### src/rtl/mult_div_unit_if.sv
// mult_div_unit_if: request/result bundle between the control FSM and the multiply/divide unit
interface mult_div_unit_if #(parameter int WIDTH = 32);
  logic             start;
  logic             op;
  logic [WIDTH-1:0] op_a;
  logic [WIDTH-1:0] op_b;
  logic [WIDTH-1:0] hi;
  logic [WIDTH-1:0] lo;
  logic             busy;
  logic             done;
  logic             div_zero;
  modport master (output start, op, op_a, op_b, input hi, lo, busy, done, div_zero);
  modport slave  (input start, op, op_a, op_b, output hi, lo, busy, done, div_zero);
endinterface

### src/rtl/mult_div_unit.sv
// mult_div_unit: iterative signed multiply / restoring divide on magnitudes, sign fixed up at the end
module mult_div_unit #(
  parameter int WIDTH = 32
) (
  input logic              clk,
  input logic              reset,
  mult_div_unit_if.slave   bus
);
  localparam int CW = (WIDTH > 1) ? $clog2(WIDTH) : 1;
  typedef enum logic [1:0] {IDLE, CALC, FIX, DONE} state_t;
  state_t             state, state_n;
  logic               op_q, neg_lo, neg_hi, div_zero_q, is_dz;
  logic [2*WIDTH-1:0] acc, step, prod;
  logic [WIDTH-1:0]   mag_b, hi_q, lo_q, abs_a, abs_b, div_r, fix_hi, fix_lo;
  logic [WIDTH:0]     mul_sum, div_t;
  logic               div_ge;
  logic [CW-1:0]      cnt;
  assign is_dz = bus.op && (bus.op_b == '0);
  // state register
  always_ff @(posedge clk or negedge reset)
    if (!reset) state <= IDLE;
    else        state <= state_n;
  // next state: a divide by zero skips the iteration entirely
  always_comb begin
    state_n = IDLE;
    state_n = (state == IDLE) ? (bus.start ? (is_dz ? DONE : CALC) : IDLE) :
              (state == CALC) ? ((cnt == '0) ? FIX : CALC) :
              (state == FIX)  ? DONE : IDLE;
  end
  // one iteration step: shift-add for mult, compare-subtract for div; acc holds {rem, quotient}
  always_comb begin
    abs_a   = bus.op_a[WIDTH-1] ? -bus.op_a : bus.op_a;
    abs_b   = bus.op_b[WIDTH-1] ? -bus.op_b : bus.op_b;
    mul_sum = {1'b0, acc[2*WIDTH-1:WIDTH]} + (acc[0] ? {1'b0, mag_b} : '0);
    div_t   = acc[2*WIDTH-1:WIDTH-1];
    div_ge  = div_t >= {1'b0, mag_b};
    div_r   = div_ge ? WIDTH'(div_t - {1'b0, mag_b}) : div_t[WIDTH-1:0];
    step    = op_q ? {div_r, acc[WIDTH-2:0], div_ge} : {mul_sum, acc[WIDTH-1:1]};
    prod    = neg_lo ? -acc : acc;
    fix_lo  = op_q ? (neg_lo ? -acc[WIDTH-1:0] : acc[WIDTH-1:0]) : prod[WIDTH-1:0];
    fix_hi  = op_q ? (neg_hi ? -acc[2*WIDTH-1:WIDTH] : acc[2*WIDTH-1:WIDTH]) : prod[2*WIDTH-1:WIDTH];
  end
  // datapath: capture on accepted start, iterate in CALC, publish signed result in FIX
  always_ff @(posedge clk or negedge reset)
    if (!reset) begin
      op_q       <= 1'b0;
      neg_lo     <= 1'b0;
      neg_hi     <= 1'b0;
      div_zero_q <= 1'b0;
      acc        <= '0;
      mag_b      <= '0;
      cnt        <= '0;
      hi_q       <= '0;
      lo_q       <= '0;
    end else if (state == IDLE && bus.start) begin
      op_q       <= bus.op;
      neg_lo     <= bus.op_a[WIDTH-1] ^ bus.op_b[WIDTH-1];
      neg_hi     <= bus.op_a[WIDTH-1];
      div_zero_q <= is_dz;
      acc        <= {{WIDTH{1'b0}}, abs_a};
      mag_b      <= abs_b;
      cnt        <= CW'(WIDTH - 1);
    end else if (state == CALC) begin
      acc        <= step;
      cnt        <= cnt - CW'(1);
    end else if (state == FIX) begin
      hi_q       <= fix_hi;
      lo_q       <= fix_lo;
    end
  assign bus.hi       = hi_q;
  assign bus.lo       = lo_q;
  assign bus.busy     = (state == CALC) || (state == FIX);
  assign bus.done     = (state == DONE);
  assign bus.div_zero = div_zero_q;
endmodule

### src/flat_wrapper.sv
// flat-port wrapper written by rule: the top's interface ports become plain ports
module mult_div_unit_flat 
#(
  parameter int WIDTH = 32
)
  (clk, reset, bus_start, bus_op, bus_op_a, bus_op_b, bus_hi, bus_lo, bus_busy, bus_done, bus_div_zero);
  mult_div_unit_if #(.WIDTH(WIDTH)) bus_i ();
  input logic clk;
  input logic reset;
  input wire logic [$bits(bus_i.start)-1:0] bus_start;
  input wire logic [$bits(bus_i.op)-1:0] bus_op;
  input wire logic [$bits(bus_i.op_a)-1:0] bus_op_a;
  input wire logic [$bits(bus_i.op_b)-1:0] bus_op_b;
  output wire logic [$bits(bus_i.hi)-1:0] bus_hi;
  output wire logic [$bits(bus_i.lo)-1:0] bus_lo;
  output wire logic [$bits(bus_i.busy)-1:0] bus_busy;
  output wire logic [$bits(bus_i.done)-1:0] bus_done;
  output wire logic [$bits(bus_i.div_zero)-1:0] bus_div_zero;
  assign bus_i.start = bus_start;
  assign bus_i.op = bus_op;
  assign bus_i.op_a = bus_op_a;
  assign bus_i.op_b = bus_op_b;
  assign bus_hi = bus_i.hi;
  assign bus_lo = bus_i.lo;
  assign bus_busy = bus_i.busy;
  assign bus_done = bus_i.done;
  assign bus_div_zero = bus_i.div_zero;
  mult_div_unit #(.WIDTH(WIDTH)) u_core (.clk(clk), .reset(reset), .bus(bus_i));
endmodule
### config.mk
export PLATFORM = sky130hd
export DESIGN_NAME = mult_div_unit_flat
export DESIGN_NICKNAME = d
export VERILOG_FILES = /design/src/rtl/mult_div_unit_if.sv /design/src/rtl/mult_div_unit.sv /design/src/flat_wrapper.sv
export SDC_FILE = /design/constraint.sdc
export NUM_CORES = 1
export LEC_CHECK = 0
export BUFFER_PORTS_ARGS = -buffer_cell sky130_fd_sc_hd__buf_2
export CAP_MARGIN = 20
export CORE_ASPECT_RATIO = 0.9
export CORE_UTILIZATION = 45
export CTS_CLUSTER_DIAMETER = 50
export DETAILED_ROUTE_END_ITERATION = 6
export SLEW_MARGIN = 20
export SYNTH_ARGS = -nofsm -noshare
export SYNTH_HDL_FRONTEND = slang
export SYNTH_SLANG_ARGS = --single-unit
### constraint.sdc
create_clock -name clk -period 4.5 [get_ports clk]
set_input_delay 0.45 -clock clk [delete_from_list [all_inputs] [get_ports clk]]
set_output_delay 0.45 -clock clk [all_outputs]
set_load 0.03 [all_outputs]
==> results of run 1 <==
==> cell families after synthesis <==
kind of cell / after synthesis / share of synthesized area [%]
DFF: 171 / 30.7
AOI/OAI and AO/OA: 568 / 25.6
adders and majority gates: 75 / 6.83
muxes: 56 / 4.17
xor gates and xnor gates: 170 / 10.7
and+or+nand+nor: 513 / 17.4
buffers and inverters: 166 / 4.66
==> how the worst max path moves through the flow <==
stage | endpoint | slack (ps) | cells past startpoint
2_1_floorplan | u_core.acc[58] | 1160 | 13
3_3_place_gp | u_core.acc[39] | 680 | 11
3_5_place_dp | u_core.acc[47] | 680 | 11
4_1_cts | u_core.acc[47] | 650 | 11
5_1_grt | u_core.acc[47] | 240 | 11
6_report | u_core.acc[47] | 640 | 11
==> metrics by stage <==
stage	power [W]	utilization (%)
floorplan	0.00786	-
global placement	0.0103	50.0
detailed placement	0.0102	50.0
CTS	0.0118	51.9
global route	0.0128	51.9
finish	0.0120	51.9
==> final cells by class <==
class                      count  share of cell area [%]
multi-input combinational   1382                    57.7
sequential                   171                    27.3
timing repair buffer         177                    6.46
tap                          403                    3.22
clock buffer                  20                    2.91
inverter                      65                    1.56
clock inverter                12                   0.838
==> metal layers <==
layer / wire length, µm / share of wire [%] / GRT usage [%]
met5: 0 / 0 / 0
met4: 480 / 1.0 / 5.94
met3: 4030 / 8.8 / 6.18
met2: 17300 / 38 / 38.5
met1: 24200 / 53 / 47.9
==> power groups by stage <==
| stage | clock network (W) | registers [W] | logic, W |
|---|---|---|---|
| 5_1_grt | 0.00160 | 0.00269 | 0.00855 |
| 2_1_floorplan | 0 | 0.00235 | 0.00551 |
| 4_1_cts | 0.00155 | 0.00260 | 0.00765 |
| 3_3_place_gp | 0 | 0.00261 | 0.00768 |
| 6_report | 0.00153 | 0.00264 | 0.00783 |
| 3_5_place_dp | 0 | 0.00263 | 0.00761 |
==> synth_stat cells (4+ instances only) <==
library cell	count	area, µm²
a211oi_1	18	135
a21o_1	49	368
a21oi_1	133	666
a221oi_1	4	35.0
a22oi_1	7	52.6
a31oi_1	20	125
and2_1	5	31.3
and3_1	10	62.6
buf_1	11	41.3
clkbuf_1	84	315
dfrtp_1	171	4280
ha_1	73	913
inv_1	64	240
mux2_2	17	191
mux2i_1	39	390
nand2_1	185	694
nand2b_1	6	37.5
nand3_1	38	190
nand3b_1	4	30.0
nand4_1	14	87.6
nor2_1	138	518
nor2b_1	15	93.8
nor3_1	22	110
nor4_1	15	93.8
o2111ai_1	4	35.0
o211ai_1	41	308
o21a_1	6	45.0
o21ai_0	182	911
o21bai_1	9	67.6
o31ai_1	30	225
o41ai_1	19	166
or2_2	7	43.8
or3_1	15	93.8
or4_1	16	120
xnor2_1	62	543
xor2_1	108	946
==> worst max-delay path, stage by stage (launching register included) <==
cell and delay, ps:
dfrtp_1 540, ha_1 480, nand4_1 180, nor2_1 200, a21boi_0 310, o21ai_0 210
a211o_1 380, a21boi_1 490, nor2_1 100, buf_4 250, o311ai_0 410, a32o_1 220
==> registers in the layout, summed over array words and instances, names as in the netlist <==
name and flops:
u_core.neg_hi 1, u_core.neg_lo 1, u_core.bus.div_zero 1, u_core.mag_b 32, u_core.bus.lo 32, u_core.acc 64, u_core.state 2, u_core.bus.hi 32
u_core.op_q 1, u_core.cnt 5
==> results.ini, run 1 <==
[critical_path]
r2r-start = u_core.acc[38]
critPathLaunch = u_core.acc[38]
r2r-end = u_core.acc[47]
worstPathMaxFanout = 21
rr_worst_depth = 11
criticalPathCategory = flip-flop to flip-flop
worst_ep_arrival_time_ps = 4250
end_kind = flip-flop
r2r_slack_ps = 640
cp-start-kind = flip-flop
required_ps = 4890

[floorplanning]
die_h_um = 169
die_w_um = 188
core_um2 = 30200
initial_core_util_pct = 46.2
rows = 60
die_area_um2 = 31700
io_pins = 135

[detailed_routing]
avgRoutedWirePerCell_um = 20.6
drt-initial-drc-count = 1227
dr.pass1.iters = 5
vias = 13300
viasPerCell = 5.94
drt-total-wl_mm = 46.0
drc = 0
antenna_left = 0

[finish]
fin_area_um2 = 15700
nFillCells = 2962
layout-drive-gt1-share_pct = 14.2
area_growth_syn_to_layout_pct = 12.3
final_common_cell = nand2_1
multi_input_area_um2 = 9040
ff_latch_area_um2 = 4280
finalNonFillerCells = 2230
nNetsFinal = 1957
layout_common_cells = 184 x nand2_1, 182 x o21ai_0, 170 x dfrtp_1
num_antenna_cells = 0

[synthesis]
synth_cell_types = 83
synth_area_um2 = 13900
netlist_instances = 1719
syn_area_per_cell_um2 = 8.11
yosys_most_used_dff = dfrtp_1
syn_nets = 1862
synth_seq_cells = 171
async_reset_ff_share_pct = 100
synth_edf_count = 0
yosys_warnings = 0
yosysSeqAreaShare_pct = 30.7

[cts]
cts.clk_slew.worst_paths_ps = 80
clock-sinks = 171
h-tree-depth = 4
cts_root_buf = clkbuf_16
cts.path.max_buffers = 2
cts_hold_buf = 0
cts_buffers = 17
cts_resized = 0
cts_tree = yes
cts_setup_buffers = 0
clk_latency_ps = 450

[run]
cap_violations = 0

[power]
p_switching_w = 0.00633
power_frac_seq_pct = 22.0
power.share.clock_pct = 12.7
intPower_w = 0.00567
leakagePower_nw = 7.37
peakVddDrop_uv = 378
power.density_nw_per_um2 = 765
switching_share_pct = 52.7
pwr-share-comb_pct = 65.3

[sta]
finalCriticalPeriod_ps = 3860
fin_worst_skew_ps = 16.3
post-route-period-util_pct = 85.7
tightest_slew_ps = 913
setup_viol = 0
rsz0062_at_grt = false
setup_ws_ps = 643
fmax_mhz = 259
finalHoldViolCount = 0
relSlewSlack_pct = 39.1
slew_violations = 0
setup-tns-final_ps = 0
hold_ws_ps = 6.26

[global_route]
antenna_found_initial = 0
grt_pass1_wl_mm = 72.1
overflow = 0
grt_pass1_vias = 12300
grt_start_max_net_pins = 80
grt.total_usage_pct = 29.4

[placement]
placed_area_um2 = 15100
dp_hpwl_mm = 35.0
pre_cts_slack_ps = 677
io_buffers = 134
dpl.cell_count = 2198
gp_congestion = 0.935

[min_path]
hp-class = primary input to async pin

[status]
outcome = finished clean

Power figures use the tool's default switching activity.
==> run 2, diff against run 1 <==
Clock period 4.5 ns to 4.65 ns, I/O delays scaled along.
==> results.ini, run 2 (synthesized netlist as in run 1, its figures left out) <==
[global_route]
grt.total_usage_pct = 28.8  ; was 29.4%
antenna_found_initial = 0  ; unchanged
grt_start_max_net_pins = 143  ; was 80
grt_pass1_vias = 12100  ; was 12300
overflow = 0  ; unchanged
grt_pass1_wl_mm = 71.3  ; was 72.1 mm

[run]
cap_violations = 0  ; unchanged

[finish]
final_common_cell = nand2_1  ; unchanged
largest_reg_flops = 64  ; unchanged
fin_area_um2 = 15600  ; was 15700 µm²
nFillCells = 2977  ; was 2962
layout_common_cells = 184 x nand2_1, 182 x o21ai_0, 170 x dfrtp_1  ; unchanged
top_register = u_core.acc  ; unchanged
multi_input_area_um2 = 9040  ; about the same
nNetsFinal = 1943  ; was 1957
ff_latch_area_um2 = 4280  ; unchanged
area_growth_syn_to_layout_pct = 11.7  ; was 12.3%
num_antenna_cells = 0  ; unchanged
layout-drive-gt1-share_pct = 13.6  ; was 14.2%

[floorplanning]
die_area_um2 = 31700  ; unchanged
core_um2 = 30200  ; unchanged
initial_core_util_pct = 46.2  ; unchanged
die_h_um = 169  ; unchanged
rows = 60  ; unchanged
die_w_um = 188  ; unchanged
io_pins = 135  ; unchanged

[cts]
cts_buffers = 17  ; unchanged
cts_resized = 0  ; unchanged
clock-sinks = 171  ; unchanged
cts.clk_slew.worst_paths_ps = 90  ; was 80 ps
cts_hold_buf = 0  ; unchanged
h-tree-depth = 4  ; unchanged
clk_latency_ps = 450  ; about the same
cts.path.max_buffers = 2  ; unchanged
cts_setup_buffers = 0  ; unchanged
cts_tree = yes  ; unchanged
cts_root_buf = clkbuf_16  ; unchanged

[sta]
setup-tns-final_ps = 0  ; unchanged
hold_ws_ps = 72.6  ; was 6.26 ps
slew_violations = 0  ; unchanged
post-route-period-util_pct = 85.6  ; was 85.7%
tightest_slew_ps = 1040  ; was 913 ps
finalHoldViolCount = 0  ; unchanged
fin_worst_skew_ps = 22.3  ; was 16.3 ps
rsz0062_at_grt = false  ; unchanged
setup_viol = 0  ; unchanged
finalCriticalPeriod_ps = 3980  ; was 3860 ps
setup_ws_ps = 671  ; was 643 ps
relSlewSlack_pct = 30.4  ; was 39.1%
fmax_mhz = 251  ; was 259 MHz

[critical_path]
criticalPathCategory = flip-flop to flip-flop  ; unchanged
max_stage_delay_ps = 670  ; was 540 ps
required_ps = 4980  ; was 4890 ps
crit_buf_inv = 1  ; unchanged
cp-start-kind = flip-flop  ; unchanged
r2r_slack_ps = 670  ; was 640 ps
worstPathMaxFanout = 17  ; was 21
end_kind = flip-flop  ; unchanged
crit_chain = inv_1 > nor2_1 > ha_1 > a2111oi_0 > o21ai_0 > nand2_1 > o221ai_1 > o41ai_1 > o31ai_1 > xnor2_1 > nand2_1 > a32o_1  ; was ha_1 > nand4_1 > nor2_1 > a21boi_0 > o21ai_0 > a211o_1 > a21boi_1 > nor2_1 > buf_4 > o311ai_0 > a32o_1
worst_path_max_delay_cell = o41ai_1  ; was dfrtp_1
crit_top_cell = nand2_1  ; was nor2_1
worst_ep_arrival_time_ps = 4310  ; was 4250 ps
path_delay_family = compound AO/OA/AOI/OAI gates  ; unchanged

[power]
leakagePower_nw = 7.32  ; was 7.37 nW
peakVddDrop_uv = 409  ; was 378 µV
power.density_nw_per_um2 = 744  ; was 765 nW/µm²
power_w = 0.0116  ; was 0.0120 W

[detailed_routing]
avgRoutedWirePerCell_um = 20.5  ; was 20.6 µm
vias = 13300  ; about the same
drt-initial-drc-count = 1497  ; was 1227
dr.pass1.iters = 6  ; was 5
viasPerCell = 6.02  ; was 5.94
drt-total-wl_mm = 45.4  ; was 46.0 mm
drc = 0  ; unchanged
antenna_left = 0  ; unchanged

[status]
outcome = finished clean  ; unchanged

[placement]
dp_hpwl_mm = 34.2  ; was 35.0 mm
gp_congestion = 0.971  ; was 0.935
io_buffers = 134  ; unchanged
pre_cts_slack_ps = 765  ; was 677 ps
placed_area_um2 = 15000  ; was 15100 µm²

[min_path]
hp-class = primary input to async pin  ; unchanged

==> run 2: changes by cell type in the layout (fill, tap and decap cells not counted), moves of 2 or more <==
cell,previous run,this run
clkinvlp_4,3,1
buf_4,42,27
clkinv_8,1,4
clkbuf_8,2,0
inv_8,2,4
==> run 2: stage by stage <==
step           utilization [%]  instances
3_5_place_dp              49.7       2184
5_1_grt                   51.7       2216
3_3_place_gp              49.7       2184
6_report                  51.7       2216
2_1_floorplan                -       1719
4_1_cts                   51.7       2216
==> run 2: worst paths after layout <==
kind,startpoint,endpoint,cells after the start
worst max-delay path,u_core.acc[0],u_core.acc[60],12
worst min-delay path,reset,u_core.bus.lo[14],1
worst max register to register,u_core.acc[0],u_core.acc[60],12
worst min register to register,u_core.mag_b[21],u_core.mag_b[21],2
max in group asynchronous,reset,u_core.bus.hi[22],2
min in group clk,bus_op,u_core.op_q,3
==> run 2: final cells by class <==
type | count | share of cell area, %
sequential | 171 | 27.5
tap | 403 | 3.23
multi-input combinational | 1382 | 58.0
inverter | 65 | 1.57
clock inverter | 15 | 1.09
clock buffer | 17 | 2.73
timing repair buffer | 163 | 5.90
==> run 2: report_power, final <==
part | internal (W) | switching [W] | total (W)
Clock | 0.000727 | 0.000767 | 0.00149
Sequential | 0.00190 | 0.000726 | 0.00262
Combinational | 0.00273 | 0.00475 | 0.00749
Total | 0.00536 | 0.00625 | 0.0116
==> run 2: worst register-to-register path, cell delays in order (launching register included) <==
cell,delay [ps]
dfrtp_1,450
inv_1,420
nor2_1,120
ha_1,380
a2111oi_0,440
o21ai_0,250
nand2_1,160
o221ai_1,280
o41ai_1,670
o31ai_1,190
xnor2_1,170
nand2_1,90
a32o_1,270
==> run 2: metal layers <==
layer | GRT usage, % | share of wire, % | vias up | wire length (µm)
met5 | 0 | 0 | - | 0
met4 | 5.02 | 1.1 | 0 | 477
met3 | 6.51 | 9.6 | 43 | 4350
met2 | 37.9 | 38 | 584 | 17100
met1 | 46.7 | 52 | 6341 | 23400
li1 | - | - | 6376 | -
